==> src/rtl/stream_reader_if.sv <==
// -----------------------------------------------------------------------------
// stream_reader_if
//   Bundles the two buses of stream_reader: the IceRam read port and the
//   valid/ready output stream.
//
//   RAM side
//     ramAddress        address presented to the IceRam
//     ramReadWriteMode  IceRam mode (0 = read)
//     ramDataOut        IceRam read data, valid the cycle after its address
//   Stream side
//     outValid / outReady  handshake; a word moves when both are high
//     outData              streamed word
//     outLast              marks the final word of a block
//
//   Modports
//     master  the reader (drives address, mode and the stream)
//     slave   the environment (RAM and consumer)
// -----------------------------------------------------------------------------
`ifndef ADDRESS_BITS
`define ADDRESS_BITS 8
`endif
`ifndef DATA_BITS
`define DATA_BITS 16
`endif

interface stream_reader_if #(
    parameter int addrBits = `ADDRESS_BITS,
    parameter int dataBits = `DATA_BITS
);
    logic [addrBits-1:0] ramAddress;
    logic                ramReadWriteMode;
    logic [dataBits-1:0] ramDataOut;
    logic                outValid;
    logic                outReady;
    logic [dataBits-1:0] outData;
    logic                outLast;

    modport master (
        output ramAddress,
        output ramReadWriteMode,
        input  ramDataOut,
        output outValid,
        input  outReady,
        output outData,
        output outLast
    );

    modport slave (
        input  ramAddress,
        input  ramReadWriteMode,
        output ramDataOut,
        input  outValid,
        output outReady,
        input  outData,
        input  outLast
    );
endinterface

==> src/rtl/stream_reader.sv <==
// -----------------------------------------------------------------------------
// stream_reader
//   Reads a block of consecutive words from an IceRam (one-cycle read
//   latency) and streams them out over a valid/ready interface, with a
//   2-entry output FIFO absorbing consumer back-pressure.
//
//   Ports
//     clk            sole clock
//     reset          synchronous, active-high
//     start          one-cycle request to read a block (ignored while busy)
//     startAddress   first RAM address of the block
//     numberOfWords  block length; 0 completes immediately
//     busy           high while streaming
//     finished       high once a block has completed, until the next start
//     bus            RAM read port and output stream (stream_reader_if.master)
// -----------------------------------------------------------------------------
`ifndef ADDRESS_BITS
`define ADDRESS_BITS 8
`endif
`ifndef DATA_BITS
`define DATA_BITS 16
`endif

module stream_reader #(
    parameter int addrBits = `ADDRESS_BITS,
    parameter int dataBits = `DATA_BITS
) (
    input  logic                clk,
    input  logic                reset,
    input  logic                start,
    input  logic [addrBits-1:0] startAddress,
    input  logic [addrBits-1:0] numberOfWords,
    output logic                busy,
    output logic                finished,
    stream_reader_if.master     bus
);

    localparam logic [1:0] IDLE   = 2'd0;
    localparam logic [1:0] STREAM = 2'd1;
    localparam logic [1:0] DONE   = 2'd2;

    localparam logic [addrBits-1:0] ONE = {{(addrBits-1){1'b0}}, 1'b1};

    logic [1:0]          state_q, state_d;
    logic [addrBits-1:0] next_addr_q, next_addr_d;   // address of the next read
    logic [addrBits-1:0] last_addr_q, last_addr_d;   // address held between reads
    logic [addrBits-1:0] issue_rem_q, issue_rem_d;   // reads still to issue
    logic [addrBits-1:0] deliv_rem_q, deliv_rem_d;   // words still to deliver
    logic                rd_pend_q, rd_pend_d;       // RAM data arrives this cycle
    logic [1:0]          cnt_q, cnt_d;               // FIFO occupancy
    logic [dataBits-1:0] head_q, head_d;             // FIFO head (presented)
    logic [dataBits-1:0] tail_q, tail_d;             // FIFO second entry

    logic                start_ok;
    logic                out_valid;
    logic                pop;
    logic                push;
    logic                issue;
    logic [2:0]          fill_after;

    always_comb begin
        start_ok  = start && (state_q != STREAM);
        out_valid = (cnt_q != 2'd0);
        pop       = out_valid && bus.outReady;
        push      = rd_pend_q;

        // Occupancy after this cycle's push/pop. Counting the pop lets a new
        // read go out in the same cycle a word leaves, which is what sustains
        // one word per cycle; the read issued now is then the only one still
        // in flight, so occupancy plus in-flight never exceeds two.
        fill_after = {1'b0, cnt_q} - {2'b00, pop} + {2'b00, push};
        issue      = (state_q == STREAM) && (issue_rem_q != '0) &&
                     (fill_after < 3'd2);

        // Control state
        state_d = state_q;
        case (state_q)
            IDLE, DONE: begin
                if (start) begin
                    state_d = (numberOfWords == '0) ? DONE : STREAM;
                end
            end
            STREAM: begin
                if (pop && (deliv_rem_q == ONE)) begin
                    state_d = DONE;
                end
            end
            default: state_d = IDLE;
        endcase

        // Address generation and remaining-word counters
        next_addr_d = next_addr_q;
        last_addr_d = last_addr_q;
        issue_rem_d = issue_rem_q;
        deliv_rem_d = deliv_rem_q;
        if (start_ok) begin
            next_addr_d = startAddress;
            issue_rem_d = numberOfWords;
            deliv_rem_d = numberOfWords;
        end else begin
            if (issue) begin
                next_addr_d = next_addr_q + ONE;   // wraps modulo 2^addrBits
                last_addr_d = next_addr_q;
                issue_rem_d = issue_rem_q - ONE;
            end
            if (pop) begin
                deliv_rem_d = deliv_rem_q - ONE;
            end
        end

        // The IceRam returns data one cycle after the address is presented
        rd_pend_d = issue;

        // 2-entry FIFO; head is always the oldest word
        head_d = head_q;
        tail_d = tail_q;
        cnt_d  = cnt_q;
        case ({push, pop})
            2'b10: begin
                if (cnt_q == 2'd0) begin
                    head_d = bus.ramDataOut;
                end else begin
                    tail_d = bus.ramDataOut;
                end
                cnt_d = cnt_q + 2'd1;
            end
            2'b01: begin
                head_d = tail_q;
                cnt_d  = cnt_q - 2'd1;
            end
            2'b11: begin
                // Occupancy unchanged; the returning word queues behind
                // whatever remains after the pop.
                if (cnt_q == 2'd1) begin
                    head_d = bus.ramDataOut;
                end else begin
                    head_d = tail_q;
                    tail_d = bus.ramDataOut;
                end
            end
            default: ;
        endcase
    end

    always_ff @(posedge clk) begin
        if (reset) begin
            state_q     <= IDLE;
            next_addr_q <= '0;
            last_addr_q <= '0;
            issue_rem_q <= '0;
            deliv_rem_q <= '0;
            rd_pend_q   <= 1'b0;
            cnt_q       <= 2'd0;
            head_q      <= '0;
            tail_q      <= '0;
        end else begin
            state_q     <= state_d;
            next_addr_q <= next_addr_d;
            last_addr_q <= last_addr_d;
            issue_rem_q <= issue_rem_d;
            deliv_rem_q <= deliv_rem_d;
            rd_pend_q   <= rd_pend_d;
            cnt_q       <= cnt_d;
            head_q      <= head_d;
            tail_q      <= tail_d;
        end
    end

    // The read address goes out in the issuing cycle; otherwise the previous
    // address is held so the RAM inputs stay quiet.
    assign bus.ramAddress       = issue ? next_addr_q : last_addr_q;
    assign bus.ramReadWriteMode = 1'b0;
    assign bus.outValid         = out_valid;
    assign bus.outData          = head_q;
    assign bus.outLast          = out_valid && (deliv_rem_q == ONE);

    assign busy     = (state_q == STREAM);
    assign finished = (state_q == DONE);

endmodule

==> src/flat_wrapper.sv <==
// flat-port wrapper written by rule: the top's interface ports become plain ports
module stream_reader_flat 
#(
    parameter int addrBits = `ADDRESS_BITS,
    parameter int dataBits = `DATA_BITS
)
  (clk, reset, start, startAddress, numberOfWords, busy, finished, bus_ramAddress, bus_ramReadWriteMode, bus_ramDataOut, bus_outValid, bus_outReady, bus_outData, bus_outLast);
  stream_reader_if #(.addrBits(addrBits), .dataBits(dataBits)) bus_i ();
  input  logic clk;
  input  logic reset;
  input  logic start;
  input  logic [addrBits-1:0] startAddress;
  input  logic [addrBits-1:0] numberOfWords;
  output logic busy;
  output logic finished;
  output wire logic [$bits(bus_i.ramAddress)-1:0] bus_ramAddress;
  output wire logic [$bits(bus_i.ramReadWriteMode)-1:0] bus_ramReadWriteMode;
  input wire logic [$bits(bus_i.ramDataOut)-1:0] bus_ramDataOut;
  output wire logic [$bits(bus_i.outValid)-1:0] bus_outValid;
  input wire logic [$bits(bus_i.outReady)-1:0] bus_outReady;
  output wire logic [$bits(bus_i.outData)-1:0] bus_outData;
  output wire logic [$bits(bus_i.outLast)-1:0] bus_outLast;
  assign bus_ramAddress = bus_i.ramAddress;
  assign bus_ramReadWriteMode = bus_i.ramReadWriteMode;
  assign bus_i.ramDataOut = bus_ramDataOut;
  assign bus_outValid = bus_i.outValid;
  assign bus_i.outReady = bus_outReady;
  assign bus_outData = bus_i.outData;
  assign bus_outLast = bus_i.outLast;
  stream_reader #(.addrBits(addrBits), .dataBits(dataBits)) u_core (.clk(clk), .reset(reset), .start(start), .startAddress(startAddress), .numberOfWords(numberOfWords), .busy(busy), .finished(finished), .bus(bus_i));
endmodule
==> config.mk <==
export PLATFORM = sky130hd
export DESIGN_NAME = stream_reader_flat
export DESIGN_NICKNAME = d
export VERILOG_FILES = /design/src/rtl/stream_reader_if.sv /design/src/rtl/stream_reader.sv /design/src/flat_wrapper.sv
export SDC_FILE = /design/constraint.sdc
export NUM_CORES = 1
export LEC_CHECK = 0
export ABC_AREA = 0
export BUFFER_PORTS_ARGS = -buffer_cell sky130_fd_sc_hd__buf_2
export CORE_ASPECT_RATIO = 0.5
export CORE_MARGIN = 3
export CORE_UTILIZATION = 55
export DETAILED_ROUTE_END_ITERATION = 8
export GPL_ROUTABILITY_DRIVEN = 0
export HOLD_SLACK_MARGIN = 0.06
export PLACE_DENSITY = 0.85
export REMOVE_ABC_BUFFERS = 1
export SLEW_MARGIN = 0
export SYNTH_ARGS = -nofsm -noshare
export SYNTH_HDL_FRONTEND = slang
export SYNTH_SLANG_ARGS = --single-unit
==> constraint.sdc <==
create_clock -name clk -period 3.3 [get_ports clk]
set_input_delay 0.165 -clock clk [delete_from_list [all_inputs] [get_ports clk]]
set_output_delay 0.165 -clock clk [all_outputs]
set_load 0.05 [all_outputs]
==> qor.csv, run 1 <==
stage;metric;value;unit
floorplan;Die Ht;61.1;µm
cells_and_area;antenna cells;0;
critical_path;Worst EP required;3.13;ns
placement;DP Worst Slack;0.100;ns
timing;slew margin rel.;21.5;%
timing;final worst-path cycle share;97.2;%
floorplan;core box area;5680;µm²
global_routing;first-pass GRT wire length;13000;µm
critical_path;crit path cell chain;inv_1 > ha_2 > nor2b_4 > inv_2 > nor2_4 > o21ai_1 > fa_1 > and3b_1 > o211ai_1 > buf_4 > mux2_2 > buf_4;
floorplan;die width;116;µm
power_and_ir_drop;P_leak;1.69;nW
clock_tree;worst skew pair latency;0.34;ns
clock_tree;# hold bufs at CTS;0;
global_routing;largest net degree at the start of global routing;34;
global_routing;Global Route met1 Usage;29.5;%
timing;Period minus WS final;3.21;ns
global_routing;met2 usage;40.0;%
clock_tree;CTS Buf Count;9;
clock_tree;CTS HTree Levels;3;
placement;buffers added on ports;63;
power_and_ir_drop;Max IR drop VDD;0.604;mV
timing;Worst-Margin Slew;1.18;ns
cells_and_area;fin util;71.5;%
timing;Slew Limit Fails;0;
power_and_ir_drop;PwrDens;921;nW/µm²
cells_and_area;Design Area, Final;4060;µm²
floorplan;initial core utilization;58.8;%
global_routing;GRT Util Overall;23.8;%
critical_path;crit-path leading delay family;adder cells;
critical_path;Critical path buffers and inverters;4;
critical_path;Crit Path Max Fanout;5;
yosys;Top FF cell, synth;dfxtp_1;
detailed_routing;WL final;8160;µm
cells_and_area;Sequential cell area;1390;µm²
critical_path;Crit Path Class;flop to primary output;
detailed_routing;vias;2994;
floorplan;die area;7100;µm²
cells_and_area;# nets final;479;
yosys;Yosys cell types;54;
power_and_ir_drop;sw power;1.52;mW
floorplan;row cnt;19;
critical_path;Crit. End Element;primary output;
critical_path;CP max-delay cell;fa_1;
yosys;Syn Inst Count;371;
clock_tree;TritonCTS clock tree;yes;
yosys;Ys Warns;0;
clock_tree;root buf cell;clkbuf_16;
clock_tree;Sinks on Clock Net;69;
yosys;sequential cell area fraction in the yosys report;41.3;%
power_and_ir_drop;combinational power share;42.5;%
yosys;Synth Cell Area;3340;µm²
min_path;HP Class;input port to flop;
power_and_ir_drop;Sequential Power Share;30.8;%
timing;Fmax achieved;0.312;GHz
detailed_routing;First-pass DRT Iterations;5;
detailed_routing;drt drc;0;
timing;Clock Skews;0.00338;ns
run;MaxCap Viol Count;0;
detailed_routing;routed length per placed instance;16.0;µm
timing;fin worst setup slack;0.0935;ns
power_and_ir_drop;Final Power;3.74;mW
yosys;Post-synth ARST share;0;%
critical_path;max incr delay on CP;0.44;ns
floorplan;IO Pins;65;
cells_and_area;Layout area overhead;21.6;%
placement;Detailed Place HPWL;5250;µm
power_and_ir_drop;Internal;2.23;mW
cells_and_area;Filler cells;419;
detailed_routing;drt via density;5.87;
critical_path;cell mode on critical path;buf_4;
power_and_ir_drop;Clk pwr share;26.7;%
placement;DP Area;3670;µm²
power_and_ir_drop;sw frac;40.5;%
critical_path;worst endpoint data arrival time;3.04;ns
global_routing;vias in the first global route;2797;
yosys;Yosys reg bits;69;
detailed_routing;post-route ant nets;0;
yosys;Mapped Avg Cell Area;9.00;µm²
global_routing;initial antenna violation count;0;
timing;final count of hold timing violations;0;
clock_tree;Clock Tree Buf Depth;2;
critical_path;Critical Path Start Type;flop;
detailed_routing;Initial DRC Count;302;
global_routing;met3 usage;9.03;%
cells_and_area;layout cells sized above 1;25.2;%
global_routing;gr ovfl total;0;
status;status;finished, final reports clean;
cells_and_area;multi-input logic area;1790;µm²
clock_tree;CTS clk-pin slew, worst paths;0.05;ns
yosys;Post-synth EDFFs;0;
global_routing;Top Usage Layer GRT;met2;
timing;endpoints failing setup;0;
timing;Setup TNS;0;ns
sequential cells by signal, indices dropped and copies added, names as in the netlist:
| register | count |
|---|---|
| u_core.bus.outData | 16 |
| u_core.tail_q | 16 |
| u_core.deliv_rem_q | 8 |
| u_core.issue_rem_q | 8 |
| u_core.last_addr_q | 8 |
| u_core.next_addr_q | 8 |
| u_core.cnt_q | 2 |
| u_core.state_q | 2 |
| u_core.push | 1 |
cells in the mapped netlist (2+ instances only):
cell / number / share of area [%]
o21ai_0: 2 / 0.30
xor2_1: 7 / 1.8
o211a_1: 2 / 0.60
a32oi_1: 5 / 1.3
buf_6: 2 / 0.67
nor4b_1: 2 / 0.52
nand2_1: 15 / 1.7
mux2_2: 9 / 3.0
o2bb2ai_1: 2 / 0.52
nand3_1: 12 / 1.8
ha_1: 10 / 3.7
or3_1: 3 / 0.56
a31oi_1: 4 / 0.75
a22oi_1: 21 / 4.7
a211oi_1: 24 / 5.4
mux2i_1: 18 / 5.4
and2_1: 9 / 1.7
o21ai_1: 2 / 0.30
nor2b_1: 5 / 0.94
nor3_1: 6 / 0.90
nor2_1: 55 / 6.2
and3_1: 2 / 0.37
xnor2_1: 2 / 0.52
clkbuf_1: 15 / 1.7
a21oi_1: 10 / 1.5
inv_1: 16 / 1.8
nand2b_1: 2 / 0.37
buf_2: 6 / 0.90
dfxtp_1: 69 / 41
nor4_1: 5 / 0.94
o211ai_1: 5 / 1.1
o22ai_1: 2 / 0.37
worst register-to-register path, cell delays in order (launching register included):
cell     delay (ns)
dfxtp_4        0.37
inv_1          0.08
ha_2           0.23
nor2b_4        0.16
inv_2          0.08
nor2_4         0.11
o21ai_1        0.11
fa_1           0.49
and3b_1        0.22
o211a_1        0.48
mux2_2         0.40
o22ai_1        0.14
path summary, 6_finish.rpt:
path | from | end | slack, ns | cells after the start
hold reg to reg | u_core.bus.outData[1] | u_core.bus.outData[1] | 0.49 | 2
setup reg to reg | u_core.cnt_q[0] | u_core.next_addr_q[6] | 0.35 | 11
hold / removal | bus_ramDataOut[4] | u_core.tail_q[4] | 0.08 | 3
setup / recovery | u_core.cnt_q[0] | bus_ramAddress[4] | 0.09 | 12
placed cells by master (no fill, tap or decap), types with 3 or more instances in the layout:
cell | synthesis | routed
inv_1 | 16 | 15
nor3_1 | 6 | 6
xor2_1 | 7 | 7
mux2i_1 | 18 | 18
a31oi_1 | 4 | 4
and2_1 | 9 | 9
nand3_1 | 12 | 12
a21oi_1 | 10 | 10
clkbuf_16 | 0 | 9
or3_1 | 3 | 3
nor2b_1 | 5 | 4
clkinv_2 | 0 | 3
nor4_1 | 5 | 5
buf_4 | 1 | 17
buf_2 | 6 | 57
o211ai_1 | 5 | 5
mux2_2 | 9 | 9
a32oi_1 | 5 | 5
ha_1 | 10 | 9
nor2_1 | 55 | 54
a211oi_1 | 24 | 24
dfxtp_1 | 69 | 67
nand2_1 | 15 | 15
a22oi_1 | 21 | 21
cells by family after synthesis:
| kind of cell | synth area share [%] |
|---|---|
| and+or+nand+nor | 18.2 |
| AOI/OAI and AO/OA | 19.4 |
| DFF | 41.3 |
| buffers and inverters | 5.88 |
| muxes | 8.43 |
| adders and majority gates | 4.34 |
| xor gates and xnor gates | 2.36 |
| other | 0.112 |
layout make-up:
type / count / share of cell area (%)
multi-input cells: 261 / 44.1
flip-flops and latches: 69 / 34.2
repair buffers: 75 / 10.4
clock buffers: 11 / 5.73
well taps: 73 / 2.25
clock inverters: 5 / 1.85
inverters: 16 / 1.48
what timing repair did:
| action | 4_1_cts | 5_1_grt |
|---|---|---|
| endpoints found under the setup margin | 8 | 8 |
| setup buffers | 1 | 2 |
| endpoints found under the hold margin | 0 | 0 |
| cloned | 2 | 0 |
| resized for setup | 16 | 5 |
power groups by stage:
stage	registers [mW]	clock network, mW	logic, mW
finish	1.15	1.00	1.59
global placement	1.15	0	1.46
CTS	1.15	1.01	1.57
detailed placement	1.16	0	1.49
global route	1.18	1.05	1.71
floorplan	1.44	0	0.828
metrics by stage:
step	hold WS, ns	instances
CTS	0.0692	508
global route	0.111	510
global placement	0.418	489
finish	0.0798	510
detailed placement	0.428	489
floorplan	0.234	346
layer usage:
layer / vias to the layer above / routed length (µm)
li1: 1457 / -
met1: 1409 / 3640
met2: 114 / 3910
met3: 14 / 528
met4: 0 / 79
met5: - / 0
Power figures use the tool's default switching activity.
==> run 2: changes to the inputs <==
Clock period 3.3 ns to 3.4 ns, I/O delays scaled along.
==> run 2 against run 1 <==
  * Hold slack improved by 0.019 ns
  * Non-clock buffer count rose by 5
  * Global-route usage fell by 0.61 points
  * Largest power group unchanged
  * Highest routed layer unchanged
==> qor.csv, run 2 (synthesis gave the netlist of run 1 again) <==
stage;metric;value;unit;change
clock_tree;worst skew pair latency;0.33;ns;about the same
critical_path;Worst R2R Start;u_core.cnt_q[1];;
clock_tree;CTS clk-pin slew, worst paths;0.06;ns;about the same
global_routing;largest net degree at the start of global routing;48;;+41%
critical_path;register-to-register setup slack;0.50;ns;+0.15 ns
cells_and_area;# nets final;484;;+1.0%
global_routing;vias in the first global route;2794;;-0.11%
detailed_routing;Initial DRC Count;217;;-28%
clock_tree;Sinks on Clock Net;69;;unchanged
clock_tree;# hold bufs at CTS;0;;unchanged
placement;DP Area;3700;µm²;+0.96%
timing;endpoints failing setup;0;;unchanged
power_and_ir_drop;Final Power;3.60;mW;-3.9%
global_routing;first-pass GRT wire length;12800;µm;-1.9%
placement;Detailed Place HPWL;5340;µm;+1.8%
floorplan;IO Pins;65;;unchanged
timing;final worst-path cycle share;96.9;%;
timing;slew margin rel.;37.9;%;+16 points
placement;placed insts;492;;+0.61%
critical_path;Crit Path Class;flop to primary output;;
floorplan;die width;116;µm;unchanged
clock_tree;Clock Tree Buf Depth;2;;unchanged
critical_path;Critical Path Start Type;flop;;
detailed_routing;post-route ant nets;0;;unchanged
critical_path;worst endpoint data arrival time;3.13;ns;+0.09 ns
min_path;Worst Hold Launch;bus_ramDataOut[6];;
detailed_routing;drt via density;5.92;;+0.91%
status;status;finished, final reports clean;;
critical_path;Worst Setup EP;bus_ramAddress[0];;
detailed_routing;vias;3045;;+1.7%
power_and_ir_drop;Max IR drop VDD;0.567;mV;-6.0%
power_and_ir_drop;PwrDens;874;nW/µm²;-5.1%
timing;Fmax achieved;0.303;GHz;
floorplan;Die Ht;61.1;µm;unchanged
cells_and_area;Design Area, Final;4120;µm²;+1.3%
clock_tree;root buf cell;clkbuf_16;;
global_routing;initial antenna violation count;0;;unchanged
global_routing;gr ovfl total;0;;unchanged
clock_tree;CTS Buf Count;9;;unchanged
critical_path;Worst Setup SP;u_core.cnt_q[1];;
cells_and_area;fin util;72.5;%;+0.95 points
cells_and_area;antenna cells;0;;unchanged
cells_and_area;Layout area overhead;23.3;%;
critical_path;Reg2Reg Depth;13;;+2
timing;final count of hold timing violations;0;;unchanged
cells_and_area;commonest non-fill, non-tap cell in the layout;dfxtp_1;;
clock_tree;TritonCTS clock tree;yes;;
critical_path;Crit. End Element;primary output;;
placement;buffers added on ports;63;;unchanged
run;MaxCap Viol Count;0;;unchanged
detailed_routing;WL final;8380;µm;+2.7%
floorplan;initial core utilization;58.8;%;unchanged
timing;Worst-Margin Slew;0.918;ns;-0.260 ns
timing;Slew Limit Fails;0;;unchanged
timing;worst hold slack;0.0984;ns;+0.0186 ns
floorplan;die area;7100;µm²;unchanged
critical_path;Crit Path Max Fanout;5;;unchanged
min_path;HP Class;input port to flop;;
detailed_routing;drt drc;0;;unchanged
timing;Clock Skews;0.00641;ns;+0.00304 ns
critical_path;Worst EP required;3.23;ns;+0.10 ns
critical_path;r2r endpoint;u_core.last_addr_q[0];;
floorplan;core box area;5680;µm²;unchanged
cells_and_area;Non-Filler Instances;514;;+0.78%
cells_and_area;layout cells sized above 1;26.3;%;+1.1 points
floorplan;row cnt;19;;unchanged
cells_and_area;commonest cells after routing, fill and taps aside;dfxtp_1 (67), buf_2 (55), nor2_1 (54);;
global_routing;GRT Util Overall;23.1;%;-0.61 points
detailed_routing;First-pass DRT Iterations;5;;unchanged
timing;Period minus WS final;3.30;ns;
clock_tree;CTS HTree Levels;3;;unchanged
power_and_ir_drop;P_leak;1.72;nW;+1.4%
detailed_routing;routed length per placed instance;16.3;µm;+1.9%
-- run 2: cell types whose count changed in the layout (fill, tap and decap cells not counted), moves of 2 or more --
cell,before,now
buf_6,1,10
buf_4,17,14
buf_2,57,55
bufinv_16,2,0
clkbuf_1,2,0
clkbuf_8,0,2
-- run 2: final cells by class --
type | instances | area, µm²
inverter | 16 | 60.1
sequential | 69 | 1390
fill | 402 | 1560
timing repair buffer | 80 | 518
multi-input combinational | 261 | 1780
clock inverter | 4 | 23.8
tap | 73 | 91.3
clock buffer | 11 | 253
-- run 2: report_power, final --
group / internal (mW) / switching, mW
clock: 0.526 / 0.331
sequential: 0.992 / 0.126
combinational: 0.585 / 1.04
-- run 2: layer usage --
layer	part of all wire, %	GRT usage (%)	vias up
li1	-	-	1466
met3	5.6	6.18	19
met4	2.2	10.2	0
met1	44	28.9	1459
met2	48	38.5	101
met5	0	0	-
-- run 2: what timing repair did --
item                                    4_1_cts  5_1_grt
endpoints found under the setup margin        0        8
gates resized for setup                       0       38
setup buffers                                 0        6
-- run 2: how the worst min path moves through the flow --
stage / cells past startpoint / end / slack (ns)
floorplan: 1 / u_core.next_addr_q[0] / 0.24
global placement: 3 / u_core.tail_q[6] / 0.42
detailed placement: 3 / u_core.tail_q[0] / 0.44
CTS: 3 / u_core.tail_q[4] / 0.09
global route: 3 / u_core.tail_q[6] / 0.09
finish: 3 / u_core.tail_q[6] / 0.1
-- run 2: critical path, stage by stage (launching register included) --
cell       delay [ns]
dfxtp_4          0.37
inv_1            0.09
ha_2             0.19
nor2b_2          0.13
buf_4            0.13
nor2_1           0.04
o21ai_1          0.17
fa_1             0.43
and3b_2          0.23
o211ai_1         0.15
clkbuf_16        0.19
buf_4            0.14
mux2_2           0.36
buf_6            0.16
-- run 2: through the flow --
| step | TNS (ns) | setup slack [ns] |
|---|---|---|
| detailed placement | 0 | 0.407 |
| CTS | 0 | 0.0449 |
| global placement | 0 | 0.505 |
| floorplan | -1.03 | -0.129 |
| global route | -0.0644 | -0.0289 |
| finish | 0 | 0.104 |
==> run 3: changes to the inputs <==
Settings changed: CORE_MARGIN 3 to 5.
==> run 3 against run 2 <==
  * Critical path depth fell by 1
  * Critical endpoint unchanged
  * Die area rose by 10%
  * Clock power rose by 12%
  * Highest routed layer is now met5
  * Core utilization fell by 3.8 points
  * Clock skew fell by 0.00061 ns
  * Flip-flop and latch count did not move
  * Largest cell class unchanged
  * Power rose by 1.7%
  * Setup slack improved by 0.0094 ns
==> qor.csv, run 3 (synthesis gave the netlist of run 1 again) <==
stage;metric;value;unit;change
power_and_ir_drop;PwrDens;892;nW/µm²;+2.0%
critical_path;r2r endpoint;u_core.last_addr_q[1];;
timing;Period minus WS final;3.29;ns;-0.00937 ns
min_path;hold path endpoint;u_core.tail_q[2];;
min_path;HP Class;input port to flop;;
critical_path;crit path cell chain;inv_1 > ha_4 > nor2b_4 > buf_6 > nor2_1 > o21ai_1 > fa_1 > and3b_2 > o211ai_1 > clkbuf_16 > mux2_2 > buf_4;;
clock_tree;root buf cell;clkbuf_16;;
global_routing;initial antenna violation count;1;;+1
clock_tree;CTS Buf Count;9;;unchanged
floorplan;die width;120;µm;+3.4%
min_path;hold path cells;3;;unchanged
timing;slew margin rel.;23.7;%;-14 points
timing;Fmax achieved;0.304;GHz;+0.29%
critical_path;Crit Path Max Fanout;8;;+3
cells_and_area;Layout area overhead;22.9;%;
global_routing;vias in the first global route;2754;;-1.4%
global_routing;largest net degree at the start of global routing;43;;-10%
timing;Worst-Margin Slew;1.14;ns;+0.227 ns
global_routing;GRT Util Overall;21.1;%;-2.1 points
critical_path;Worst Setup SP;u_core.cnt_q[0];;
placement;DP Area;3690;µm²;-0.27%
placement;buffers added on ports;63;;unchanged
critical_path;Crit. End Element;primary output;;
cells_and_area;fin util;68.6;%;-3.8 points
floorplan;die area;7830;µm²;+10%
placement;Detailed Place HPWL;5240;µm;-2.0%
status;status;finished, final reports clean;;
detailed_routing;routed length per placed instance;15.7;µm;-4.0%
detailed_routing;drt drc;0;;unchanged
clock_tree;Clock Tree Buf Depth;2;;unchanged
floorplan;IO Pins;65;;unchanged
clock_tree;worst skew pair latency;0.34;ns;about the same
critical_path;Reg2Reg Depth;12;;-1
clock_tree;CTS clk-pin slew, worst paths;0.06;ns;about the same
critical_path;Worst R2R Start;u_core.cnt_q[0];;
cells_and_area;layout cells sized above 1;25.9;%;-0.45 points
critical_path;CP max-delay cell;fa_1;;
run;MaxCap Viol Count;0;;unchanged
floorplan;core box area;5980;µm²;+5.3%
clock_tree;CTS HTree Levels;3;;unchanged
floorplan;row cnt;20;;+1
cells_and_area;# nets final;479;;-1.0%
floorplan;Die Ht;65.1;µm;+6.5%
critical_path;Critical Path Start Type;flop;;
critical_path;max incr delay on CP;0.43;ns;about the same
critical_path;register-to-register setup slack;0.54;ns;+0.04 ns
global_routing;gr ovfl total;0;;unchanged
clock_tree;# hold bufs at CTS;0;;unchanged
cells_and_area;commonest cells after routing, fill and taps aside;dfxtp_1 (67), buf_2 (58), nor2_1 (54);;
detailed_routing;post-route ant nets;0;;unchanged
detailed_routing;Initial DRC Count;210;;-3.2%
detailed_routing;WL final;8050;µm;-4.0%
clock_tree;TritonCTS clock tree;yes;;
power_and_ir_drop;P_leak;1.71;nW;-0.81%
cells_and_area;Design Area, Final;4110;µm²;-0.30%
critical_path;Worst EP required;3.23;ns;about the same
timing;final worst-path cycle share;96.7;%;-0.28 points
power_and_ir_drop;Max IR drop VDD;0.508;mV;-11%
floorplan;initial core utilization;55.9;%;-2.9 points
clock_tree;Sinks on Clock Net;69;;unchanged
cells_and_area;antenna cells;0;;unchanged
critical_path;Crit Path Class;flop to primary output;;
timing;Slew Limit Fails;0;;unchanged
detailed_routing;vias;2947;;-3.2%
global_routing;first-pass GRT wire length;13200;µm;+3.5%
timing;final count of hold timing violations;0;;unchanged
detailed_routing;drt via density;5.73;;-3.2%
min_path;Worst Hold Launch;bus_ramDataOut[2];;
timing;endpoints failing setup;0;;unchanged
timing;Clock Skews;0.00580;ns;-0.000611 ns
cells_and_area;commonest non-fill, non-tap cell in the layout;dfxtp_1;;
critical_path;worst endpoint data arrival time;3.12;ns;about the same
detailed_routing;First-pass DRT Iterations;4;;-1
## run 3: cell count changes in the layout (fill, tap and decap cells not counted)
cell,before,now
clkinvlp_4,0,2
bufinv_16,0,1
buf_6,10,4
buf_4,14,12
nor2b_4,0,1
nor2b_2,1,0
ha_4,0,1
inv_1,16,15
ha_2,1,0
buf_2,55,58
inv_2,0,1
clkinv_2,3,1
## run 3: metal layers
layer  GRT usage [%]  vias up  part of all wire (%)
met1            26.4     1384                    45
li1                -     1464                     -
met4            6.36        2                   1.8
met3            7.74       15                   6.1
met2            34.4       82                    47
met5               0        -                 0.087
## run 3: what timing repair did
item	CTS	global route
gates resized for setup	4	22
endpoints found under the setup margin	8	8
pin swaps	0	2
cloned	0	2
setup buffers	0	2
## run 3: worst max path at each step
stage                                  to  slack [ns]  depth (start not counted)
floorplan           u_core.last_addr_q[0]       -0.13                         11
global placement        bus_ramAddress[7]        0.45                         12
detailed placement      bus_ramAddress[1]        0.35                         12
CTS                     bus_ramAddress[1]        0.02                         12
global route            bus_ramAddress[0]      -0.007                         12
finish                  bus_ramAddress[0]        0.11                         12
## run 3: critical path: cells and delay by family, from the launching register on
kind	cells	cell delay, ns
compound gates	2	0.38
fa+ha+maj	2	0.62
buf+inv	4	0.65
flops	1	0.37
mux	1	0.34
simple gates	3	0.40
## run 3: metrics by stage
stage	hold slack, ns	worst slack (ns)	TNS, ns	std cells	total power [mW]
6_report	0.0900	0.114	0	514	3.66
5_1_grt	0.0986	-0.00731	-0.00772	514	3.88
4_1_cts	0.0819	0.0233	0	510	3.57
3_5_place_dp	0.433	0.347	0	494	2.58
3_3_place_gp	0.423	0.451	0	494	2.55
2_1_floorplan	0.239	-0.129	-1.03	346	2.20
## run 3: area by class of cell
cell class	instances	area, µm²
clock buffer	11	253
multi-input combinational	261	1800
inverter	16	60.1
fill	462	1880
timing repair buffer	75	450
tap	77	96.3
sequential	69	1390
clock inverter	5	58.8
## run 3: where the power goes
part / internal (mW) / switching (mW) / leakage, nW
logic: 0.564 / 1.02 / 0.992
clock network: 0.607 / 0.354 / 0.148
registers: 0.992 / 0.125 / 0.566
